### src/rtl/idss_ctrl_pkg.sv
// Shared constants, state type and output decode for the IDSS column-load sequencer.
package idss_ctrl_pkg;

    localparam int unsigned NB_CSS          = 4;
    localparam int unsigned COLS_PER_WINDOW = 3;
    localparam int unsigned SLOT_W          = $clog2(NB_CSS);
    localparam int unsigned STEP_W          = $clog2(COLS_PER_WINDOW + 1);

    typedef enum logic [2:0] {
        StIdle,
        StLoad,
        StShift,
        StWin,
        StDone
    } idss_ctrl_state_t;

    typedef struct packed {
        logic in_ready;
        logic shift;
        logic win_valid;
        logic busy;
        logic done;
    } idss_ctrl_out_t;

    // Output pattern presented while the FSM sits in a given state.
    function automatic idss_ctrl_out_t state_outs(idss_ctrl_state_t st);
        idss_ctrl_out_t o;
        o = '0;
        case (st)
            StLoad: begin
                o.in_ready = 1'b1;
                o.busy     = 1'b1;
            end
            StShift: begin
                o.shift = 1'b1;
                o.busy  = 1'b1;
            end
            StWin: begin
                o.win_valid = 1'b1;
                o.busy      = 1'b1;
            end
            StDone: begin
                o.done = 1'b1;
                o.busy = 1'b1;
            end
            default: o = '0;
        endcase
        return o;
    endfunction

endpackage

### src/rtl/idss_ctrl_wrap_cnt.sv
// Up-counter that wraps to zero after reaching a runtime maximum; flags the last value.
module wrap_cnt #(
    parameter int unsigned WIDTH = 2
) (
    input  logic             clk,
    input  logic             rst_n,
    input  logic             clear,
    input  logic             inc,
    input  logic [WIDTH-1:0] max_val,
    output logic [WIDTH-1:0] count,
    output logic             last
);

    logic [WIDTH-1:0] count_q;

    assign count = count_q;
    assign last  = (count_q == max_val);

    always_ff @(posedge clk) begin
        if (!rst_n || clear) begin
            count_q <= '0;
        end else if (inc) begin
            count_q <= last ? '0 : count_q + WIDTH'(1);
        end
    end

endmodule

### src/rtl/idss_ctrl.sv
// Sequencer that steers column beats into CSS slots, strobes the global shift and
// hands complete windows to the PE array.
module idss_ctrl
    import idss_ctrl_pkg::*;
#(
    parameter int unsigned WIN_CNT_WIDTH = 16
) (
    input  logic                     clk,
    input  logic                     arst_n_in,
    input  logic                     start,
    input  logic [WIN_CNT_WIDTH-1:0] nb_windows,
    input  logic                     in_valid,
    output logic                     in_ready,
    output logic [SLOT_W-1:0]        LE_select,
    output logic                     le_en,
    output logic                     shift,
    output logic                     win_valid,
    input  logic                     win_ready,
    output logic                     busy,
    output logic                     done
);

    idss_ctrl_state_t         state_q, state_d;
    idss_ctrl_out_t           out_q;
    logic [STEP_W-1:0]        step_cnt;
    logic                     primed;
    logic [WIN_CNT_WIDTH-1:0] nb_last_q;
    logic [WIN_CNT_WIDTH-1:0] win_cnt;
    logic [SLOT_W-1:0]        slot_cnt;
    logic                     slot_last;
    logic                     win_last;
    logic                     beat;
    logic                     win_xfer;
    logic                     step_final;
    logic                     unused_win_cnt;

    // in_ready is a registered copy of "state is LOAD", so no in_valid -> in_ready path.
    assign beat       = out_q.in_ready & in_valid;
    assign win_xfer   = out_q.win_valid & win_ready;
    assign step_final = primed || (step_cnt == STEP_W'(COLS_PER_WINDOW - 1));

    wrap_cnt #(
        .WIDTH (SLOT_W)
    ) u_slot_cnt (
        .clk     (clk),
        .rst_n   (arst_n_in),
        .clear   (state_q == StIdle),
        .inc     (beat),
        .max_val (SLOT_W'(NB_CSS - 1)),
        .count   (slot_cnt),
        .last    (slot_last)
    );

    wrap_cnt #(
        .WIDTH (WIN_CNT_WIDTH)
    ) u_win_cnt (
        .clk     (clk),
        .rst_n   (arst_n_in),
        .clear   (state_q == StIdle),
        .inc     (win_xfer),
        .max_val (nb_last_q),
        .count   (win_cnt),
        .last    (win_last)
    );

    assign unused_win_cnt = ^win_cnt;

    always_comb begin
        state_d = state_q;
        case (state_q)
            StIdle: begin
                if (start) begin
                    state_d = (nb_windows != '0) ? StLoad : StDone;
                end
            end
            StLoad: begin
                if (in_valid && slot_last) begin
                    state_d = StShift;
                end
            end
            StShift: state_d = step_final ? StWin : StLoad;
            StWin: begin
                if (win_ready) begin
                    state_d = win_last ? StDone : StLoad;
                end
            end
            StDone:  state_d = StIdle;
            default: state_d = StIdle;
        endcase
    end

    always_ff @(posedge clk) begin
        if (!arst_n_in) begin
            state_q   <= StIdle;
            out_q     <= '0;
            step_cnt  <= '0;
            primed    <= 1'b0;
            nb_last_q <= '0;
        end else begin
            state_q <= state_d;
            out_q   <= state_outs(state_d);
            if (state_q == StIdle && start && nb_windows != '0) begin
                nb_last_q <= nb_windows - WIN_CNT_WIDTH'(1);
                step_cnt  <= '0;
                primed    <= 1'b0;
            end
            if (state_q == StShift) begin
                if (step_final) begin
                    primed <= 1'b1;
                end else begin
                    step_cnt <= step_cnt + STEP_W'(1);
                end
            end
        end
    end

    assign in_ready  = out_q.in_ready;
    assign shift     = out_q.shift;
    assign win_valid = out_q.win_valid;
    assign busy      = out_q.busy;
    assign done      = out_q.done;
    assign LE_select = slot_cnt;
    assign le_en     = beat;

endmodule

### config.mk
export PLATFORM = sky130hd
export DESIGN_NAME = idss_ctrl
export DESIGN_NICKNAME = d
export VERILOG_FILES = /design/src/rtl/idss_ctrl_pkg.sv /design/src/rtl/idss_ctrl_wrap_cnt.sv /design/src/rtl/idss_ctrl.sv
export SDC_FILE = /design/constraint.sdc
export NUM_CORES = 1
export LEC_CHECK = 0
export BUFFER_PORTS_ARGS = -buffer_cell sky130_fd_sc_hd__buf_4
export CORE_UTILIZATION = 44
export DETAILED_ROUTE_END_ITERATION = 8
export GPL_TIMING_DRIVEN = 0
export PLACE_DENSITY = 0.61
export SLEW_MARGIN = 15
export SYNTH_ARGS = -nofsm -noshare
export SYNTH_HDL_FRONTEND = slang
export SYNTH_SLANG_ARGS = --single-unit
### constraint.sdc
create_clock -name clk -period 1.8 [get_ports clk]
set_input_delay 0.09 -clock clk [delete_from_list [all_inputs] [get_ports clk]]
set_output_delay 0.09 -clock clk [all_outputs]
set_load 0.02 [all_outputs]
======== Word-level counts from Yosys, hierarchy flattened ========
Index checks and enable logic that the tools add are counted.
word-level totals
  bits in registers ....................... 45
  bits in latches ......................... 0
  bits in writable memories ............... 0
  memory bits (read-only) ................. 0
  input bits .............................. 21
  memories kept ........................... 0
cells by class
  add/subtract/negate cells ............... 4
  multipliers ............................. 0
  div/mod/pow operators ................... 0
  magnitude comparators ................... 0
  eq/ne operators ......................... 10
  shift operators ......................... 0
  mux-type cells .......................... 20
  bitwise logic cells ..................... 2
  reductions and logical operators ........ 9
operators with widths
  kind                   number
  $add 16x1->16 const B  1
  $eq 16x16->1           1
  $mux 16                1
  $reduce_bool 16->1     1
  $sub 16x1->16 const B  1
  $mux 3                 5
  $eq 3x2->1 const B     4
  $pmux 3 s4             1
  $mux 2                 5
  $mux 1                 8
  $eq 3x1->1 const B     2
  $add 2x1->2 const B    2
  $eq 2x2->1 const B     2
  $reduce_or 4->1        1
  $eq 3x3->1 const B     1
  $logic_and 1x1->1      3
  $logic_not 3->1        1
  $and 1x1->1            2
  $logic_or 1x1->1       2
  $logic_not 1->1        1

======== Depth between registers and ports, before layout ========
Gate-level depths: netlist (run 1).
  depth in word-level cells ............... 7
  mapped depth ............................ 8
  mapped depth without buffers ............ 7

======== By module ========
A second synthesis (run 1) with hierarchy kept.
second synthesis, totals
  cell total of the unflattened synthesis .. 293
  area total of the unflattened synthesis .. 2539.9 sq um
modules (own cells, without submodules)
  module                 instances  cells an instance  area each (sq um)
  idss_ctrl              1          171                1486.4
  wrap_cnt (u_win_cnt)   1          107                930.9
  wrap_cnt (u_slot_cnt)  1          15                 122.6

======== Least setup slack after synthesis (run 1) ========
Ideal clock, no wire load.
  kind .................................... flip-flop to flip-flop
  start ................................... register u_win_cnt.count_q[5] (netlist: u_win_cnt.count[5])
  end ..................................... register u_win_cnt.count_q[15] (netlist: u_win_cnt.count[15])
  data arrival time ....................... 1.474 ns
  path slack .............................. 0.212 ns
  cell stages (with the launch flop) ...... 8
  buffers on the path ..................... 2
  clock period less this slack ............ 1.588 ns
  cell sequence ........................... dfxtp_1 -> clkbuf_1 -> xor2_1 -> nor4_1 -> nand4_1 -> o21bai_2 -> buf_4 -> nor2_1
between the ends
  cells in the longest elaborated chain, start to end .. 2
RTL lines
  element                                        RTL line                                            text
  start: declaration                             idss_ctrl_wrap_cnt.sv:14                            logic [WIDTH-1:0] count_q;
  start signal: assignment                       idss_ctrl_wrap_cnt.sv:23                            count_q <= last ? '0 : count_q + WIDTH'(1);
  $add 16x1->16 or $eq 16x16->1 (tied branches)  idss_ctrl_wrap_cnt.sv:23, idss_ctrl_wrap_cnt.sv:17
  $mux 16 *                                      idss_ctrl_wrap_cnt.sv:23
Every way passes the cells marked *; elsewhere a longest branch is shown, timed or not.
A chain may end at the register's enable or synchronous reset.

======== Worst setup path after layout (run 1) ========
  start ................................... register u_win_cnt.count_q[9] (netlist: u_win_cnt.count[9])
  end ..................................... register u_win_cnt.count_q[2] (netlist: u_win_cnt.count[2])
between the ends
  cells in the longest elaborated chain, start to end .. 2
RTL lines
  element       RTL line                  text
  $eq 16x16->1  idss_ctrl_wrap_cnt.sv:17  assign last = (count_q == max_val);
  $mux 16       idss_ctrl_wrap_cnt.sv:23
No other way between the ends.

==> metrics.txt, run 1 <==
status=complete, no violations; Reg clk slew, reported paths=roughly 0.08 ns; synth unique cells=48; DRT antenna net count=0; Placed Instance Area=between 0.002 and 0.003 sq mm; period utilization=0.948; pwr dens=about 700 mW/mm^2; metal3 WL=133 um; Min Hold Slack=between 0.04 and 0.05 ns; initial antenna violation count=0; Critical Path Start Type=register; Fmax achieved=around 0.59 GHz; clock share of power=0.311; Compound-Gate Fraction of Synth Area=0.121; setup ws final=slightly above 0.09 ns; via count=1926; routability cong.=0.756; Buf/Inv on CP=2; IO Count=29; met2 WL post-DR=roughly 2000 um; IO buf count=28; Antenna Cells=0; vias in the first global route=between 1500 and 2000; critical path peak fanout=5; Max Transition Viols Final=0; yosys warns=0; # DRC=0; leakage dissipation=1.13 nW; clk buf depth=2; Worst setup EP type=register; Initial DRC Count=just under 80; met1 WL=around 2500 um; Setup violations, final=0; Data arrival, critical path=1.88 ns; most common cell after layout, fill and taps aside=dfxtp_1; Max Used Layer=met4; VDD IR max=367 uV; commonest non-fill, non-tap cells in the layout=dfxtp_1 (41), nor2_1 (37), buf_4 (32); worst slew pin tran=approximately 0.53 ns; first-pass GRT wire length=between 7000 and 8000 um; total congestion overflow=0; Clock Tree Root=clkbuf_8; H-tree levels=2; crit path kind=register to register; ys flop type=dfxtp_1; sw frac=0.250; Cell Rows=25; CP peak stage delay=0.36 ns; post-synthesis average cell area=between 8 and 9 sq um; post-DR wirelength/cell=around 13 um; Synth Area in Adders=0.0272; NetSw=~0.00047 W; Sink Count=45; Slew HR=0.645; Gate power share=0.132; Mapped Nets=295; Core Box Area=about 0.005 sq mm; Synth Instances=about 270; GRT Util Overall=0.190; critical path's top delay family=simple AND/OR/NAND/NOR gates; layout cells sized above 1=0.182; largest family of logic cells by synthesized area=simple AND/OR/NAND/NOR gates; pin count of the biggest net entering global routing=13; synth-to-layout area growth=18.5%; 1st-pass router iterations=5; Post-synth EDFFs=0; Pint=between 0.001 and 0.0015 W; CP required=1.97 ns; Power Total=approximately 0.0019 W; CP Cell Sequence=xor2_1 > nor4_1 > nand4_1 > buf_4 > buf_4 > nor2_1 > nor4_1; total die area=about 0.0055 sq mm; initial cell density of the core=0.471; Synth Area in Simple Gates=0.266; TritonCTS clock tree=done; Tightest Hold Check Type=input port to register; RSZ-0062 raised after global routing=false; Yosys reg bits=45; final instance area=~0.0027 sq mm; sequential share of power=0.556; Die Y=between 70 and 80 um; slowest CP cell=dfxtp_2; Total Neg Setup Slack=0 ns; Seq/Total Area, Yosys=0.392; final hold violations=0; HPWL Detailed=3680 um; fin crit period=1.71 ns; Final nets=around 330; xor and xnor area share after synthesis=0.156; skew final=roughly 0.0070 ns; total CTS buffers=5; cell area after synthesis=about 0.0023 sq mm; vias per cell=slightly above 5; Post-Route WL=approximately 4800 um; die width=74.3 um; Synth async-reset ratio=0; dpl ws=-0.141 ns; max cap viols=0; Clock Latency Late Sink=0.29 ns; multiplexer share of the synthesized area=0.00436
==> Yosys cell counts (all sizes together) (5+ instances only) <==
library cell / n / share of area
a21oi: 13 / 0.030
dfxtp: 45 / 0.39
ha: 5 / 0.027
inv: 8 / 0.013
nand2: 29 / 0.048
nand3: 7 / 0.015
nand4: 8 / 0.025
nor2: 38 / 0.063
nor3: 6 / 0.015
nor4: 11 / 0.039
o211a: 6 / 0.026
o21ai: 12 / 0.026
xnor2: 10 / 0.038
xor2: 31 / 0.12
==> through the flow <==
stage | utilization | instances
2_1_floorplan | - | 269
4_1_cts | 0.550 | 373
3_5_place_dp | 0.531 | 364
5_1_grt | 0.558 | 374
6_report | 0.558 | 374
3_3_place_gp | 0.531 | 364
==> worst paths after layout <==
path                         end  cells past startpoint           startpoint  slack, ns
max           u_win_cnt.count[2]                      7   u_win_cnt.count[9]       0.09
min                         busy                      3                start       0.05
max reg2reg   u_win_cnt.count[2]                      7   u_win_cnt.count[9]       0.09
min reg2reg  u_slot_cnt.count[1]                      2  u_slot_cnt.count[1]       0.48
==> worst register-to-register path: cells and delay by family, from the launching register on <==
kind,cells,cell delay (ns)
flip-flops,1,0.36
XOR/XNOR,1,0.16
AND/OR/NAND/NOR,4,0.72
buffers and inverters,2,0.35
==> sequential cells by signal, indices dropped and copies added (netlist names) <==
name,cells
step_cnt,2
primed,1
busy,1
u_slot_cnt.count,2
done,1
shift,1
in_ready,1
u_win_cnt.count,16
nb_last_q,16
state_q,3
win_valid,1
==> routing by layer <==
layer	vias up	global-route usage
li1	1011	-
met4	0	0.0692
met3	11	0.0407
met1	873	0.274
met5	-	0
met2	31	0.279
==> cells by family after synthesis <==
kind of cell	count (synthesis)
and+or+nand+nor	119
buffers and inverters	16
muxes	1
xor gates and xnor gates	41
adders and majority gates	5
AOI/OAI and AO/OA	42
DFF	45
==> final cells by class <==
class / count / area [sq um]
flip-flops and latches: 45 / 906
plain buffers: 7 / 40.0
inverters: 8 / 30.0
well taps: 67 / 83.8
multi-input cells: 208 / 1350
clock buffers: 8 / 80.1
repair buffers: 31 / 233
fillers: 500 / 2160
==> repair_timing <==
item | 4_1_cts | 5_1_grt
cloned | 0 | 0
setup buffers | 2 | 1
hold buffers | 0 | 0
resized for setup | 0 | 9
setup endpoints to repair | 15 | 29
pin swaps | 1 | 2
==> power by group through the flow <==
stage,Clock (W),Sequential [W],Combinational [W]
2_1_floorplan,0,0.00108,0.000143
3_3_place_gp,0,0.00108,0.000238
3_5_place_dp,0,0.00108,0.000239
4_1_cts,0.000615,0.00106,0.000244
5_1_grt,0.000639,0.00106,0.000280
6_report,0.000591,0.00106,0.000251
No activity file was read; power rests on OpenSTA's default activity.
==> run 2, diff against run 1 <==
Settings changed: RECOVER_POWER set to 50.
==> run 2 against run 1 <==
Largest power group unchanged. Register-to-register slack is essentially flat. Sequential share of layout area is 0.42 points higher. Non-clock buffer count stayed put.
==> metrics.txt, run 2 (synthesis gave the netlist of run 1 again) <==
Fmax achieved=0.586 GHz (about the same); via count=1915 (-0.57%); CP required=1.97 ns (about the same); R2R depth=7 (unchanged); Clock Latency Late Sink=0.29 ns (about the same); RSZ-0062 raised after global routing=false; most common cell after layout, fill and taps aside=dfxtp_1; post-DR wirelength/cell=12.9 um (+0.56%); Worst R2R Setup Slack=0.09 ns (about the same); status=complete, no violations; leakage dissipation=1.10 nW (-3.2%); Final nets=332 (unchanged); first-pass GRT wire length=7940 um (unchanged); IO buf count=28 (unchanged); 1st-pass router iterations=4 (-1); Die Y=74.3 um (unchanged); Antenna Cells=0 (unchanged); CP peak stage delay=0.36 ns (about the same); skew final=0.00553 ns (-0.00143 ns); routability cong.=0.756 (unchanged); vias per cell=5.12 (-0.57%); Placed Instance Area=0.00259 sq mm (unchanged); setup ws final=0.0931 ns (+0.000132 ns); commonest non-fill, non-tap cells in the layout=dfxtp_1 (41), nor2_1 (37), xor2_1 (31); Tightest Hold Check Type=input port to register; WHS Path Cells=3 (unchanged); total die area=0.00551 sq mm (unchanged); final instance area=0.00269 sq mm (-1.2%); Post-Route WL=4810 um (+0.56%); pwr dens=705 mW/mm^2 (+1.1%); Inst Count DP=364 (unchanged); TritonCTS clock tree=done; synth-to-layout area growth=17.0%; critical path peak fanout=5 (unchanged); Setup violations, final=0 (unchanged); die width=74.3 um (unchanged); Data arrival, critical path=1.88 ns (about the same); initial antenna violation count=0 (unchanged); Core Box Area=0.00488 sq mm (unchanged); VDD IR max=369 uV (+0.37%); critical path's top delay family=simple AND/OR/NAND/NOR gates; HPWL Detailed=3680 um (unchanged); # DRC=0 (unchanged); crit path kind=register to register; number of non-filler instances in the completed layout=374 (unchanged); Crit path depth=7 (unchanged); fin crit period=1.71 ns (-0.000132 ns); worst slew pin tran=0.527 ns (-0.00123 ns); Cell Rows=25 (unchanged); vias in the first global route=1711 (unchanged); final hold violations=0 (unchanged); clk buf depth=2 (unchanged); H-tree levels=2 (unchanged); pin count of the biggest net entering global routing=13 (unchanged); Clock Tree Root=clkbuf_8; dpl ws=-0.141 ns (unchanged); slowest CP cell=dfxtp_2; Critical Path Start Type=register; Max Transition Viols Final=0 (unchanged); layout cells sized above 1=0.153 (-0.0293); IO Count=29 (unchanged); total CTS buffers=5 (unchanged); period utilization=0.948 (about the same); Initial DRC Count=72 (-8.9%); Min Hold Slack=0.0504 ns (+0.00140 ns); Slew HR=0.645 (+0.000827); Reg clk slew, reported paths=0.08 ns (about the same); Worst setup EP type=register; GRT Util Overall=0.190 (unchanged); Reg-to-Reg End=u_win_cnt.count[2]; Sink Count=45 (unchanged); Buf/Inv on CP=2 (unchanged); max cap viols=0 (unchanged); DRT antenna net count=0 (unchanged); r2r startpoint=u_win_cnt.count[9]; initial cell density of the core=0.471 (unchanged); total congestion overflow=0 (unchanged); Hold Crit Start=start; CP Cell Sequence=xor2_1 > nor4_1 > nand4_1 > buf_4 > buf_4 > nor2_1 > nor4_1; WHS Endpoint=busy
[run 2: changes by cell type in the layout (fill, tap and decap cells not counted), sizes merged]
cell	previous run	this run
buf	35	24
clkbuf	11	22
[run 2: worst max-delay path by stage]
| stage | slack, ns | from | endpoint |
|---|---|---|---|
| 2_1_floorplan | 0.21 | u_win_cnt.count[5] | u_win_cnt.count[15] |
| 3_3_place_gp | -0.17 | u_win_cnt.count[5] | u_win_cnt.count[3] |
| 3_5_place_dp | -0.14 | u_win_cnt.count[5] | u_win_cnt.count[12] |
| 4_1_cts | 0.01 | u_win_cnt.count[4] | in_ready |
| 5_1_grt | 0.03 | u_win_cnt.count[9] | state_q[2] |
| 6_report | 0.09 | u_win_cnt.count[9] | u_win_cnt.count[2] |
[run 2: repair_timing]
action / CTS / global route
endpoints found under the setup margin: 15 / 29
resized for setup: 0 / 9
buffers inserted: 2 / 1
hold buffers: 0 / 0
pin swaps: 1 / 2
cloned: 0 / 0
[run 2: tightest hold or removal path, stage by stage]
cell and delay (ns):
buf_4 0.10, nor3_1 0.04, nor2_1 0.08
[run 2: layout make-up]
cell class | instances | area [sq um]
Inverter | 8 | 30.0
Clock buffer | 8 | 80.1
Multi-Input combinational cell | 208 | 1350
Tap cell | 67 | 83.8
Timing Repair Buffer | 31 | 199
Fill cell | 513 | 2190
Sequential cell | 45 | 906
Buffer | 7 | 40.0
[run 2: power breakdown]
| group | switching, W | leakage [nW] | internal, W |
|---|---|---|---|
| clock | 0.000317 | 0.0395 | 0.000276 |
| sequential | 0.0000254 | 0.369 | 0.00103 |
| combinational | 0.000135 | 0.688 | 0.000112 |
| total | 0.000478 | 1.10 | 0.00142 |
[run 2: through the flow]
step	TNS [ns]	util	total power (W)
2_1_floorplan	0	-	0.00122
3_3_place_gp	-1.67	0.531	0.00132
3_5_place_dp	-1.30	0.531	0.00132
4_1_cts	0	0.550	0.00192
5_1_grt	0	0.551	0.00198
6_report	0	0.551	0.00190
[run 2: per-layer routing]
layer  share of wire  track usage  vias to the layer above
met5               0            0                        -
met4           0.019       0.0692                        0
met3           0.024       0.0407                       11
met2            0.43        0.279                       26
met1            0.53        0.274                      868
li1                -            -                     1010
==> run 3, diff against run 2 <==
Settings changed: CORE_UTILIZATION 44 to 35, PLACE_DENSITY 0.61 to 0.51.
==> run 3 against run 2 <==
Clock power rose by 2%. Global-route usage shrank 4.0 points. Highest routed layer unchanged. Fmax rose by 1.4%. Critical path depth down 1. Final cell count increased by 2.7%. Critical path type unchanged. Clock skew grew 0.00095 ns. Worst hold slack barely moved.
==> metrics.txt, run 3 (synthesis gave the netlist of run 1 again) <==
H-tree levels=2 (unchanged); status=complete, no violations; GRT Util Overall=0.151 (-0.0396); number of fill cells=654 (+27%); routability cong.=0.766 (+1.3%); TritonCTS clock tree=done; Final nets=332 (unchanged); period utilization=0.936 (-0.0128); skew final=0.00648 ns (+0.000949 ns); via count=1916 (+0.052%); 1st-pass router iterations=4 (unchanged); initial antenna violation count=0 (unchanged); number of non-filler instances in the completed layout=384 (+2.7%); # DRC=0 (unchanged); Slew HR=0.669 (+0.0235); synth-to-layout area growth=17.7%; Reg clk slew, reported paths=0.09 ns (about the same); pin count of the biggest net entering global routing=14 (+1); total die area=0.00689 sq mm (+25%); critical path peak fanout=10 (+5); Antenna Cells=0 (unchanged); Clock Tree Root=clkbuf_8; Initial DRC Count=56 (-22%); total CTS buffers=5 (unchanged); Min Hold Slack=0.0509 ns (+0.000464 ns); Cell Rows=29 (+16%); IO buf count=28 (unchanged); max cap viols=0 (unchanged); Data arrival, critical path=1.88 ns (about the same); vias per cell=4.99 (-2.6%); vias in the first global route=1741 (+1.8%); Tightest Hold Check Type=input port to register; crit path kind=register to register; final core utilization=0.426 (-0.125); IO Count=29 (unchanged); VDD IR max=250 uV (-32%); Post-Route WL=5000 um (+3.9%); leakage dissipation=1.10 nW (+0.66%); Clock Latency Late Sink=0.29 ns (about the same); Fmax achieved=0.594 GHz (+1.4%); first-pass GRT wire length=8350 um (+5.2%); HPWL Detailed=3810 um (+3.6%); initial cell density of the core=0.362 (-0.109); DRT antenna net count=0 (unchanged); fin crit period=1.68 ns (-0.0230 ns); total congestion overflow=0 (unchanged); Critical Path Start Type=register; Die Y=83.0 um (+12%); final hold violations=0 (unchanged); Max Transition Viols Final=0 (unchanged); Worst setup EP type=register; Core Box Area=0.00635 sq mm (+30%); worst slew pin tran=0.493 ns (-0.0349 ns); Total Neg Setup Slack=0 ns (unchanged); die width=83.0 um (+12%); clk buf depth=2 (unchanged); layout cells sized above 1=0.153 (unchanged); Inst Count DP=374 (+2.7%); most common cell after layout, fill and taps aside=dfxtp_1; post-DR wirelength/cell=13.0 um (+1.2%); pwr dens=706 mW/mm^2 (about the same); Sink Count=45 (unchanged); Setup violations, final=0 (unchanged); commonest non-fill, non-tap cells in the layout=dfxtp_1 (44), nor2_1 (37), xor2_1 (31); CP required=1.99 ns (+0.02 ns)
[run 3: where the power goes]
group | total, W | switching (W) | internal, W
clock | 0.000603 | 0.000333 | 0.000270
combinational | 0.000248 | 0.000135 | 0.000113
sequential | 0.00106 | 0.0000260 | 0.00103
[run 3: layout make-up]
type	count	area (sq um)	share of cell area
multi-input combinational	208	1350	0.499
sequential	45	902	0.334
timing repair buffer	31	203	0.0750
tap	77	96.3	0.0356
clock buffer	6	72.6	0.0268
buffer	7	40.0	0.0148
inverter	8	30.0	0.0111
clock inverter	2	10.0	0.00370
[run 3: per-stage QoR]
| step | setup WS, ns | instance area, sq um | total power, W |
|---|---|---|---|
| final | 0.116 | 2700 | 0.00191 |
| after global routing | -0.0173 | 2700 | 0.00202 |
| after CTS | 0.000790 | 2700 | 0.00193 |
| after detailed placement | -0.164 | 2600 | 0.00132 |
| after global placement | -0.188 | 2600 | 0.00132 |
| after floorplan | 0.212 | 2300 | 0.00122 |
[run 3: per-layer routing]
metal / vias up / GRT usage / routed length (um)
li1: 1011 / - / -
met1: 882 / 0.216 / 2630
met2: 17 / 0.227 / 2200
met3: 6 / 0.0298 / 111
met4: 0 / 0.0470 / 62
met5: - / 0 / 0
[run 3: timing repair]
action                                  CTS  global route
endpoints found under the setup margin   15            29
buffers inserted                          2             1
endpoints found under the hold margin     0             0
hold buffers                              0             0
pin swaps                                 1             3
gates resized for setup                   0             6
[run 3: worst max-delay path: stages, from the launching register on]
cell and delay (ns):
dfxtp_1 0.37, xor2_1 0.18, nor4_1 0.29, nand4_1 0.23, o21bai_2 0.24, buf_4 0.20, nor2_1 0.06
[run 3: worst paths after layout]
path	from	endpoint	slack, ns	depth (start not counted)
hold / removal	start	busy	0.05	3
setup reg to reg	u_win_cnt.count[7]	u_win_cnt.count[3]	0.12	6
hold reg to reg	u_slot_cnt.count[1]	u_slot_cnt.count[1]	0.48	2
setup / recovery	u_win_cnt.count[7]	u_win_cnt.count[3]	0.12	6
